### config.mk
export PLATFORM = sky130hd
export DESIGN_NAME = cov_stall_monitor
export DESIGN_NICKNAME = d
export VERILOG_FILES = /design/src/rtl/cov_mon_pkg.sv /design/src/rtl/cov_stall_chan.sv /design/src/rtl/cov_stall_monitor.sv
export SDC_FILE = /design/constraint.sdc
export NUM_CORES = 1
export LEC_CHECK = 0
export ABC_AREA = 1
export BUFFER_PORTS_ARGS = -buffer_cell sky130_fd_sc_hd__buf_4
export CORE_MARGIN = 3
export CORE_UTILIZATION = 63
export CTS_BUF_LIST = sky130_fd_sc_hd__clkbuf_8
export DETAILED_ROUTE_END_ITERATION = 7
export GPL_TIMING_DRIVEN = 0
export PLACE_DENSITY = 0.82
export SKIP_LAST_GASP = 1
export SYNTH_ARGS = -nofsm -noshare
export SYNTH_HDL_FRONTEND = slang
export SYNTH_SLANG_ARGS = --single-unit
### constraint.sdc
create_clock -name clock -period 10.51 [get_ports clock]
set_input_delay 3.153 -clock clock [delete_from_list [all_inputs] [get_ports clock]]
set_output_delay 3.153 -clock clock [all_outputs]
set_load 0.01 [all_outputs]
### src/rtl/cov_mon_pkg.sv
// Shared types for the coverage stall monitor: FSM states and
// positions of the cause bits reported on irq_cause.
package cov_mon_pkg;

  typedef enum logic [1:0] {
    ST_IDLE = 2'd0,
    ST_RUN  = 2'd1,
    ST_FIRE = 2'd2,
    ST_HOLD = 2'd3
  } mon_state_e;

  localparam int CAUSE_CH0 = 0;

  // Watchdog cause sits just above the per-channel bits.
  function automatic int cause_wdog_bit(input int nch);
    return nch;
  endfunction

endpackage

### src/rtl/cov_stall_chan.sv
// One coverage channel: change tracking, saturating stall counter and
// coverage-scaled threshold compare.
module cov_stall_chan
  import cov_mon_pkg::*;
#(
  parameter int COV_W       = 30,
  parameter int CNT_W       = 32,
  parameter int BASE_WAIT   = 1000,
  parameter int SCALE_SHIFT = 19
) (
  input  logic             clock,
  input  logic             reset,
  input  logic [COV_W-1:0] cov_i,
  input  logic             clr_i,
  input  logic             inc_i,
  output logic             flag_o
`ifdef COV_STALL_MONITOR_STATS_EN
  ,
  output logic [CNT_W-1:0] cnt_o
`endif
);

  localparam int PW = COV_W + 33;

  logic [COV_W-1:0] prev_q, prev_d;
  logic [CNT_W-1:0] cnt_q, cnt_d;
  logic [CNT_W-1:0] thr;
  logic [PW-1:0]    prod;
  logic             chg;

  assign chg  = (cov_i != prev_q);

  // Product is wide enough that any bit above CNT_W means overflow.
  assign prod = PW'(BASE_WAIT)
              * (PW'(cov_i >> SCALE_SHIFT) + PW'(1));
  assign thr  = (|prod[PW-1:CNT_W]) ? '1 : prod[CNT_W-1:0];

  assign flag_o = (cnt_q >= thr);

`ifdef COV_STALL_MONITOR_STATS_EN
  assign cnt_o = cnt_q;
`endif

  always_comb begin
    prev_d = prev_q;
    cnt_d  = cnt_q;
    if (chg) prev_d = cov_i;
    if (clr_i) begin
      cnt_d = '0;
    end else if (inc_i) begin
      if (chg)             cnt_d = '0;
      else if (cnt_q != '1) cnt_d = cnt_q + CNT_W'(1);
    end
  end

  always_ff @(posedge clock) begin
    if (!reset) begin
      prev_q <= '0;
      cnt_q  <= '0;
    end else begin
      prev_q <= prev_d;
      cnt_q  <= cnt_d;
    end
  end

endmodule

### src/rtl/cov_stall_monitor.sv
// Coverage stall / tohost watchdog interrupt monitor.
// Optional statistics outputs: define COV_STALL_MONITOR_STATS_EN.
module cov_stall_monitor
  import cov_mon_pkg::*;
#(
  parameter int NCH         = 2,
  parameter int COV_W       = 30,
  parameter int CNT_W       = 32,
  parameter int BASE_WAIT   = 1000,
  parameter int SCALE_SHIFT = 19,
  parameter int WDOG_LIMIT  = 50000,
  parameter int HOLDOFF     = 16
) (
  input  logic                 clock,
  input  logic                 reset,
  input  logic                 enable,
  input  logic [NCH*COV_W-1:0] cov,
  input  logic [63:0]          tohost,
  input  logic                 irq_ack,
  output logic                 irq,
  output logic [NCH:0]         irq_cause
`ifdef COV_STALL_MONITOR_STATS_EN
  ,
  output logic [15:0]          fire_count,
  output logic [CNT_W-1:0]     max_stall
`endif
);

  localparam int HW = (HOLDOFF > 1) ? $clog2(HOLDOFF) : 1;
  localparam int WDOG_BIT = cause_wdog_bit(NCH);

  mon_state_e state_q, state_d;
  logic [CNT_W-1:0] wdog_q, wdog_d;
  logic [HW-1:0]    hold_q, hold_d;
  logic [NCH:0]     cause_q, cause_d;
  logic [NCH-1:0]   flags;
  logic             pass, wdog_flag, any_flag;
  logic             clr, inc;
  logic             tohost_unused;

  assign pass          = tohost[0];
  assign tohost_unused = ^tohost[63:1];
  assign wdog_flag     = (wdog_q >= CNT_W'(WDOG_LIMIT));
  assign any_flag      = (|flags) | wdog_flag;

`ifdef COV_STALL_MONITOR_STATS_EN
  logic [NCH*CNT_W-1:0] cnts;
`endif

  for (genvar i = 0; i < NCH; i++) begin : g_ch
    cov_stall_chan #(
      .COV_W      (COV_W),
      .CNT_W      (CNT_W),
      .BASE_WAIT  (BASE_WAIT),
      .SCALE_SHIFT(SCALE_SHIFT)
    ) u_ch (
      .clock (clock),
      .reset (reset),
      .cov_i (cov[i*COV_W +: COV_W]),
      .clr_i (clr),
      .inc_i (inc),
      .flag_o(flags[i])
`ifdef COV_STALL_MONITOR_STATS_EN
      ,
      .cnt_o (cnts[i*CNT_W +: CNT_W])
`endif
    );
  end

  always_comb begin
    state_d = state_q;
    hold_d  = hold_q;
    cause_d = cause_q;
    clr     = 1'b0;
    inc     = 1'b0;
    if (!enable) begin
      state_d = ST_IDLE;
      clr     = 1'b1;
    end else begin
      unique case (state_q)
        ST_IDLE: begin
          state_d = ST_RUN;
          clr     = 1'b1;
        end
        ST_RUN: begin
          // A tohost pass wins over any flag raised in the same cycle.
          if (pass) begin
            clr = 1'b1;
          end else begin
            inc = 1'b1;
            if (any_flag) begin
              state_d = ST_FIRE;
              cause_d = '0;
              cause_d[CAUSE_CH0 +: NCH] = flags;
              cause_d[WDOG_BIT] = wdog_flag;
            end
          end
        end
        ST_FIRE: begin
          if (irq_ack) begin
            state_d = ST_HOLD;
            hold_d  = '0;
            clr     = 1'b1;
          end
        end
        ST_HOLD: begin
          clr = 1'b1;
          if (hold_q == HW'(HOLDOFF - 1)) state_d = ST_RUN;
          else hold_d = hold_q + HW'(1);
        end
        default: state_d = ST_IDLE;
      endcase
    end
  end

  always_comb begin
    wdog_d = wdog_q;
    if (clr)                      wdog_d = '0;
    else if (inc && wdog_q != '1) wdog_d = wdog_q + CNT_W'(1);
  end

  always_ff @(posedge clock) begin
    if (!reset) begin
      state_q <= ST_IDLE;
      wdog_q  <= '0;
      hold_q  <= '0;
      cause_q <= '0;
    end else begin
      state_q <= state_d;
      wdog_q  <= wdog_d;
      hold_q  <= hold_d;
      cause_q <= cause_d;
    end
  end

  assign irq       = (state_q == ST_FIRE);
  assign irq_cause = cause_q;

`ifdef COV_STALL_MONITOR_STATS_EN
  logic [15:0]      fire_q;
  logic [CNT_W-1:0] max_q, cur_max;

  always_comb begin
    cur_max = '0;
    for (int i = 0; i < NCH; i++) begin
      if (cnts[i*CNT_W +: CNT_W] > cur_max) cur_max = cnts[i*CNT_W +: CNT_W];
    end
  end

  always_ff @(posedge clock) begin
    if (!reset) begin
      fire_q <= '0;
      max_q  <= '0;
    end else begin
      if (state_q == ST_RUN && state_d == ST_FIRE && fire_q != '1)
        fire_q <= fire_q + 16'd1;
      if (cur_max > max_q) max_q <= cur_max;
    end
  end

  assign fire_count = fire_q;
  assign max_stall  = max_q;
`endif

endmodule
### Yosys cells after proc, flatten, opt, wreduce, memory -nomap -nowiden

Cells that the tools add are included.

| storage, ports and cells | value |
|---|---|
| memory bits (read-only) | 0 |
| output and inout bits | 4 |
| register bits | 165 |
| input bits | 128 |
| bits in writable memories | 0 |
| memories | 0 |
| bits in latches | 0 |

| operators by class | value |
|---|---|
| muxes and demuxes | 21 |
| bitwise gates (word level) | 3 |
| equality and inequality tests | 14 |
| reduce and logical (&&, ||, !) cells | 16 |
| $add $sub $neg | 6 |
| shift-type cells | 0 |
| $mul | 2 |
| div/mod/pow operators | 0 |
| magnitude comparators | 3 |

Operators with widths:

| cell | number |
|---|---|
| two-way mux 32 bit | 6 |
| multiplier 7 x 63 -> 60 bit (first input constant) | 2 |
| adder 32 x 1 -> 32 bit (second input constant) | 3 |
| inequality test 32 bit (second input constant) | 3 |
| greater-or-equal comparator 32 bit | 2 |
| OR reduction 31 bit | 2 |
| inequality test 30 bit | 2 |
| greater-or-equal comparator 32 x 16 -> 1 bit (second input constant) | 1 |
| adder 11 x 1 -> 12 bit (second input constant) | 2 |
| AND reduction 4 bit | 3 |
| inequality test 2 bit (second input constant) | 5 |
| two-way mux 2 bit | 4 |
| two-way mux 4 bit | 2 |
| one-hot mux 2 bit (4 select lines) | 1 |
| one-hot mux 4 bit (2 select lines) | 1 |
| two-way mux 1 bit | 6 |
| AND reduction 2 bit | 3 |
| nonzero test 2 bit | 3 |
| OR reduction 2 bit | 3 |
| adder 4 x 1 -> 4 bit (second input constant) | 1 |
| equality test 2 bit (second input constant) | 2 |
| equality test 4 bit (second input constant) | 1 |
| one-hot mux 1 bit (3 select lines) | 1 |
| equality test 2 x 1 -> 1 bit (second input constant) | 1 |
| 4 further kinds | 5 |

### Logic depth before layout (Yosys ltp)

| logic depth | value |
|---|---|
| word-level depth | 10 |
| depth in mapped cells | 38 |
| mapped depth without buffers | 38 |

### Cells and area by module

From an unflattened synthesis, not the netlist that was laid out.

| second synthesis, totals | value |
|---|---|
| cell total of the unflattened synthesis | 2592 |
| area, all modules | 16324.4 sq um |

By module, submodules not included:

| module | cells an instance | instances | area each (sq um) | seq. area each (sq um) |
|---|---|---|---|---|
| cov_stall_chan at g_ch[0].u_ch | 1083 | 1 | 6834.1 | 1241.2 |
| cov_stall_chan at g_ch[1].u_ch | 1076 | 1 | 6809.0 | 1241.2 |
| cov_stall_monitor | 433 | 1 | 2681.3 | 820.8 |

### Worst setup path before layout

Ideal clock, no wire load.

| timing | value |
|---|---|
| path type | input to register |
| from | input port cov[19] |
| to | register cause_q[0], in the netlist irq_cause[0] |
| data arrival time | 8616 ps |
| path buffers | 1 |
| stages | 31 |
| path slack | 1824 ps |
| cells stage by stage | buf_6 nand2_1 nor2_1 nand3_1 nor3_2 nand2_1 nor2_1 xor2_1 inv_1 fa_1 inv_1 fa_1 fa_1 ha_1 ha_1 a21oi_1 o21ai_0 a21oi_1 o21ai_0 a31o_2 xor2_1 ha_1 nand2_1 nand2_1 nand3_1 nand4_1 nor2_1 nand2_1 o21ai_0 nand2_1 a21oi_1 |

| on the way | value |
|---|---|
| longest elaborated chain between the ends | 8 |

Ends and longest elaborated chain:

| what | RTL line | text |
|---|---|---|
| start, declared | cov_stall_monitor.sv:17 | `input logic [NCH*COV_W-1:0] cov,` |
| adder 11 x 1 -> 12 bit (*) | cov_stall_chan.sv:35 | `* (PW'(cov_i >> SCALE_SHIFT) + PW'(1));` |
| multiplier 7 x 63 -> 60 bit (*) | cov_stall_chan.sv:35 |  |
| OR reduction 31 bit | cov_stall_chan.sv:36 | `assign thr = (\|prod[PW-1:CNT_W]) ? '1 : prod[CNT_W-1:0];` |
| two-way mux 32 bit (*) | cov_stall_chan.sv:36 |  |
| greater-or-equal comparator 32 bit (*) | cov_stall_chan.sv:38 | `assign flag_o = (cnt_q >= thr);` |
| OR reduction 2 bit | cov_stall_monitor.sv:44 | `assign any_flag = (\|flags) \| wdog_flag;` |
| OR 1 bit | cov_stall_monitor.sv:44 |  |
| AND reduction 4 bit (no line) | - |  |
| end signal, assigned | cov_stall_monitor.sv:132 | `cause_q <= cause_d;` |
| end, declared | cov_stall_monitor.sv:35 | `logic [NCH:0] cause_q, cause_d;` |

Every way passes the cells marked *; elsewhere a longest branch is shown, timed or not.
A chain may end at the register's enable or synchronous reset.

### Worst setup path in the final report

| timing | value |
|---|---|
| from | input port cov[19] |
| to | register state_q[1] |

| on the way | value |
|---|---|
| longest elaborated chain between the ends | 9 |

Ends and longest elaborated chain:

| what | RTL line | text |
|---|---|---|
| adder 11 x 1 -> 12 bit (*) | cov_stall_chan.sv:35 |  |
| multiplier 7 x 63 -> 60 bit (*) | cov_stall_chan.sv:35 |  |
| OR reduction 31 bit | cov_stall_chan.sv:36 |  |
| two-way mux 32 bit (*) | cov_stall_chan.sv:36 |  |
| greater-or-equal comparator 32 bit (*) | cov_stall_chan.sv:38 |  |
| OR reduction 2 bit (*) | cov_stall_monitor.sv:44 |  |
| OR 1 bit (*) | cov_stall_monitor.sv:44 |  |
| inequality test 2 bit (no line) (*) | - |  |
| AND reduction 4 bit (no line) (*) | - |  |
| end signal, assigned | cov_stall_monitor.sv:129 | `state_q <= state_d;` |
| end, declared | cov_stall_monitor.sv:32 | `mon_state_e state_q, state_d;` |

Marked as above.

==> out/results.txt <==
Outcome: finished, final reports clean
Final period util: 90.5%
P_sw: 1.21 mW
Seq/Total Area, Yosys: 22.5%
Share of cells above drive strength 1: 8.24%
Critical Path Slowest Stage Cell: xor2_1
CTS max path bufs: 2
Combinational share of power: 56.5%
Worst Setup Path Type: in -> reg
Placeable core region: 22800 sq um
Clock Pin Slew Worst Setup and Hold Paths: 100 ps
Top delay family on crit path: adder cells
Area Growth Syn to Fin: 9.13%
TNS Setup: 0 ps
Worst reg2reg setup slack: 7910 ps
Hold WS: 478 ps
Num rows: 55
Vias: 13270
First-pass GRT wire length: 60600 um
Cts hold-fix bufs: 0
Worst Skew: 28.5 ps
Synth unique cells: 50
Worst setup endpoint: state_q[1]$_SDFFE_PN0P_
Register share of total power: 23.9%
Hold Vio Cnt, Final: 0
Initial antenna violation count: 0
Number of max-slew violations in the final report: 0
Post-synth EDFFs: 0
Minimum clock period: 9510 ps
Bufs and invs on worst path: 5
Via/cell ratio: 5.31
Diode count: 0
HP Class: reg -> reg
Sw frac: 44.8%
Post-CTS sizing: 0
Max Fanout on Critical Path: 7
Cell area power density: 168 nW/um^2
Die width: 159 um
Reg2Reg Depth: 9
First DRT Iteration DRCs: 924
Worst VDD drop: 0.000153 V
Synthesized flop and latch total: 165
Synth Area per Inst: 7.05 sq um
Worst path arrival time: 9880 ps
Num CTS Buffers: 17
Residual DRC: 0
Tightest Pin Transition: 717 ps
Warnings from Yosys: 0
Final GP Congestion: 0.967
Die area: 25200 sq um
Skew-Pair Late Insertion Delay: 490 ps
Max Fclk: 105 MHz
Starting density of the core: 64.5%
DP Wirelength: 28400 um
RSZ-0062 raised after global routing: no
Post-synthesis instance total: 2085
CP peak stage delay: 580 ps
Leakage power total: 7.28 nW
Hold_sp: irq_cause[2]$_SDFFE_PN0P_
Internal Pwr Total: 1.49 mW
Drt pass-1 iters: 5
R2R Path End: g_ch[0].u_ch.cnt_q[4]$_SDFFE_PP0P_
Worst setup SP type: input pin
IO Port Bufs: 67
Post-CTS setup buffer count: 0
FFs w/ async S/R, synth: 0%
Vias in the first global route: 12972
Worst path required time: 10880 ps
WL/cell: 14.1 um
Chip height: 159 um
CTS H-tree lvls: 4
Relative slew margins: 52.0%
CTS tree: yes
CP Depth: 33
Root Driver: clkbuf_8
Critical R2R Launch: state_q[0]$_SDFFE_PN0P_
# nets final: 2504
Clock Power Share: 19.6%
Ports: 132
Top_reg_cell synth: dfxtp_1
# clock sinks: 165
Total global-route track usage: 28.3%
Largest net degree at the start of global routing: 19
Final WL: 35300 um
Antenna Nets Post-Route: 0
Synthesized area: 14700 sq um
Setup crit start: cov[19]
# fillers: 1966
Setup-failing EPs final: 0
Congestion Overflow GR: 0
Max_cap viols: 0
CP Capture Type: flop
Synth Net Count: 2418
[layer usage]
| metal | track usage [%] | vias up | part of all wire [%] |
|---|---|---|---|
| li1 | - | 6758 | - |
| met1 | 37.2 | 6161 | 45 |
| met2 | 49.7 | 304 | 49 |
| met3 | 3.65 | 47 | 4.5 |
| met4 | 6.96 | 0 | 1.6 |
| met5 | 0 | - | 0 |
[per-stage QoR]
| step | std cells | worst slack, ps | area, sq um | util [%] | total power [mW] |
|---|---|---|---|---|---|
| 2_1_floorplan | 2085 | 1820 | 14700 | - | 1.87 |
| 3_3_place_gp | 2465 | 765 | 15600 | 68.5 | 2.12 |
| 3_5_place_dp | 2465 | 535 | 15600 | 68.5 | 2.17 |
| 4_1_cts | 2497 | 1030 | 16000 | 70.4 | 2.72 |
| 5_1_grt | 2497 | 504 | 16000 | 70.4 | 2.99 |
| 6_report | 2497 | 1000 | 16000 | 70.4 | 2.70 |
[cell usage in the layout (no fill, tap or decap), drive strengths merged]
cell	n
nor3b	3
nor4	17
a31o	1
fa	64
dfxtp	165
nor2	209
clkinv	7
clkinvlp	2
a211oi	1
o311ai	1
o31a	1
a21o	5
o21bai	3
nand4	37
inv	336
xnor2	45
o21a	2
nand2	493
a21boi	4
a31oi	2
nor3	67
and2	1
nand3b	5
or2	14
clkbuf	36
o211ai	2
buf	87
o31ai	3
xor2	134
a21oi	158
and3	2
o21ai	52
a21bo	1
nand3	80
bufinv	2
ha	141
o2111ai	1
[worst min-delay path by stage]
stage                                end  cells after the start  slack, ps
3_5_place_dp   irq_cause[2]$_SDFFE_PN0P_                      2        460
6_report       irq_cause[2]$_SDFFE_PN0P_                      2        480
2_1_floorplan     hold_q[1]$_SDFFE_PN0P_                      2        440
5_1_grt        irq_cause[2]$_SDFFE_PN0P_                      2        490
3_3_place_gp      hold_q[1]$_SDFFE_PN0P_                      2        450
4_1_cts        irq_cause[2]$_SDFFE_PN0P_                      2        480
[state kept, by name (all words and copies together) (netlist names)]
| name | cells |
|---|---|
| g_ch.u_ch.cnt_q | 64 |
| g_ch.u_ch.prev_q | 60 |
| hold_q | 4 |
| irq_cause | 3 |
| state_q | 2 |
| wdog_q | 32 |
[logic make-up (layout without fill, tap and decap cells)]
group	after synthesis	after routing	share of synthesized area, %
flip-flops	165	165	22.5
adder cells (fa/ha/maj)	205	205	20.7
AND/OR/NAND/NOR	928	928	27.2
AO/OA/AOI/OAI	237	237	8.85
XOR/XNOR	179	179	10.7
buffers and inverters	371	470	10.1
[Yosys cell counts, drive strengths merged (4+ instances only)]
library cell / n / area (sq um)
nor2: 209 / 802
nand3b: 5 / 37.5
ha: 141 / 1760
clkbuf: 19 / 71.3
fa: 64 / 1280
buf: 20 / 158
inv: 331 / 1240
xor2: 134 / 1170
a21boi: 4 / 30.0
xnor2: 45 / 394
o21ai: 52 / 260
dfxtp: 165 / 3300
nor3: 67 / 383
nor4: 17 / 106
a21oi: 158 / 828
nand2: 493 / 1910
or2: 14 / 87.6
nand3: 80 / 405
a21o: 5 / 37.5
nand4: 37 / 231
[power groups by stage]
stage          registers (mW)  logic (mW)  clock network (mW)
4_1_cts                 0.645        1.53               0.538
3_3_place_gp            0.658        1.46                   0
3_5_place_dp            0.659        1.51                   0
6_report                0.645        1.53               0.528
5_1_grt                 0.646        1.78               0.564
2_1_floorplan           0.658        1.21                   0
[worst min-delay path, delay by kind of cell (launching register included)]
kind | cells | cell delay (ps)
DFF | 1 | 330
and+or+nand+nor | 1 | 60
AOI/OAI and AO/OA | 1 | 50
[final cells by class]
type	count	area (sq um)	share of cell area (%)
Clock inverter	15	214	1.33
Sequential cell	165	3300	20.6
Buffer	39	229	1.43
Tap cell	313	392	2.44
Timing Repair Buffer	67	503	3.14
Multi-Input combinational cell	1549	9910	61.8
Clock buffer	17	234	1.46
Inverter	332	1250	7.80
Note: power is estimated with default switching activity, not from simulation.
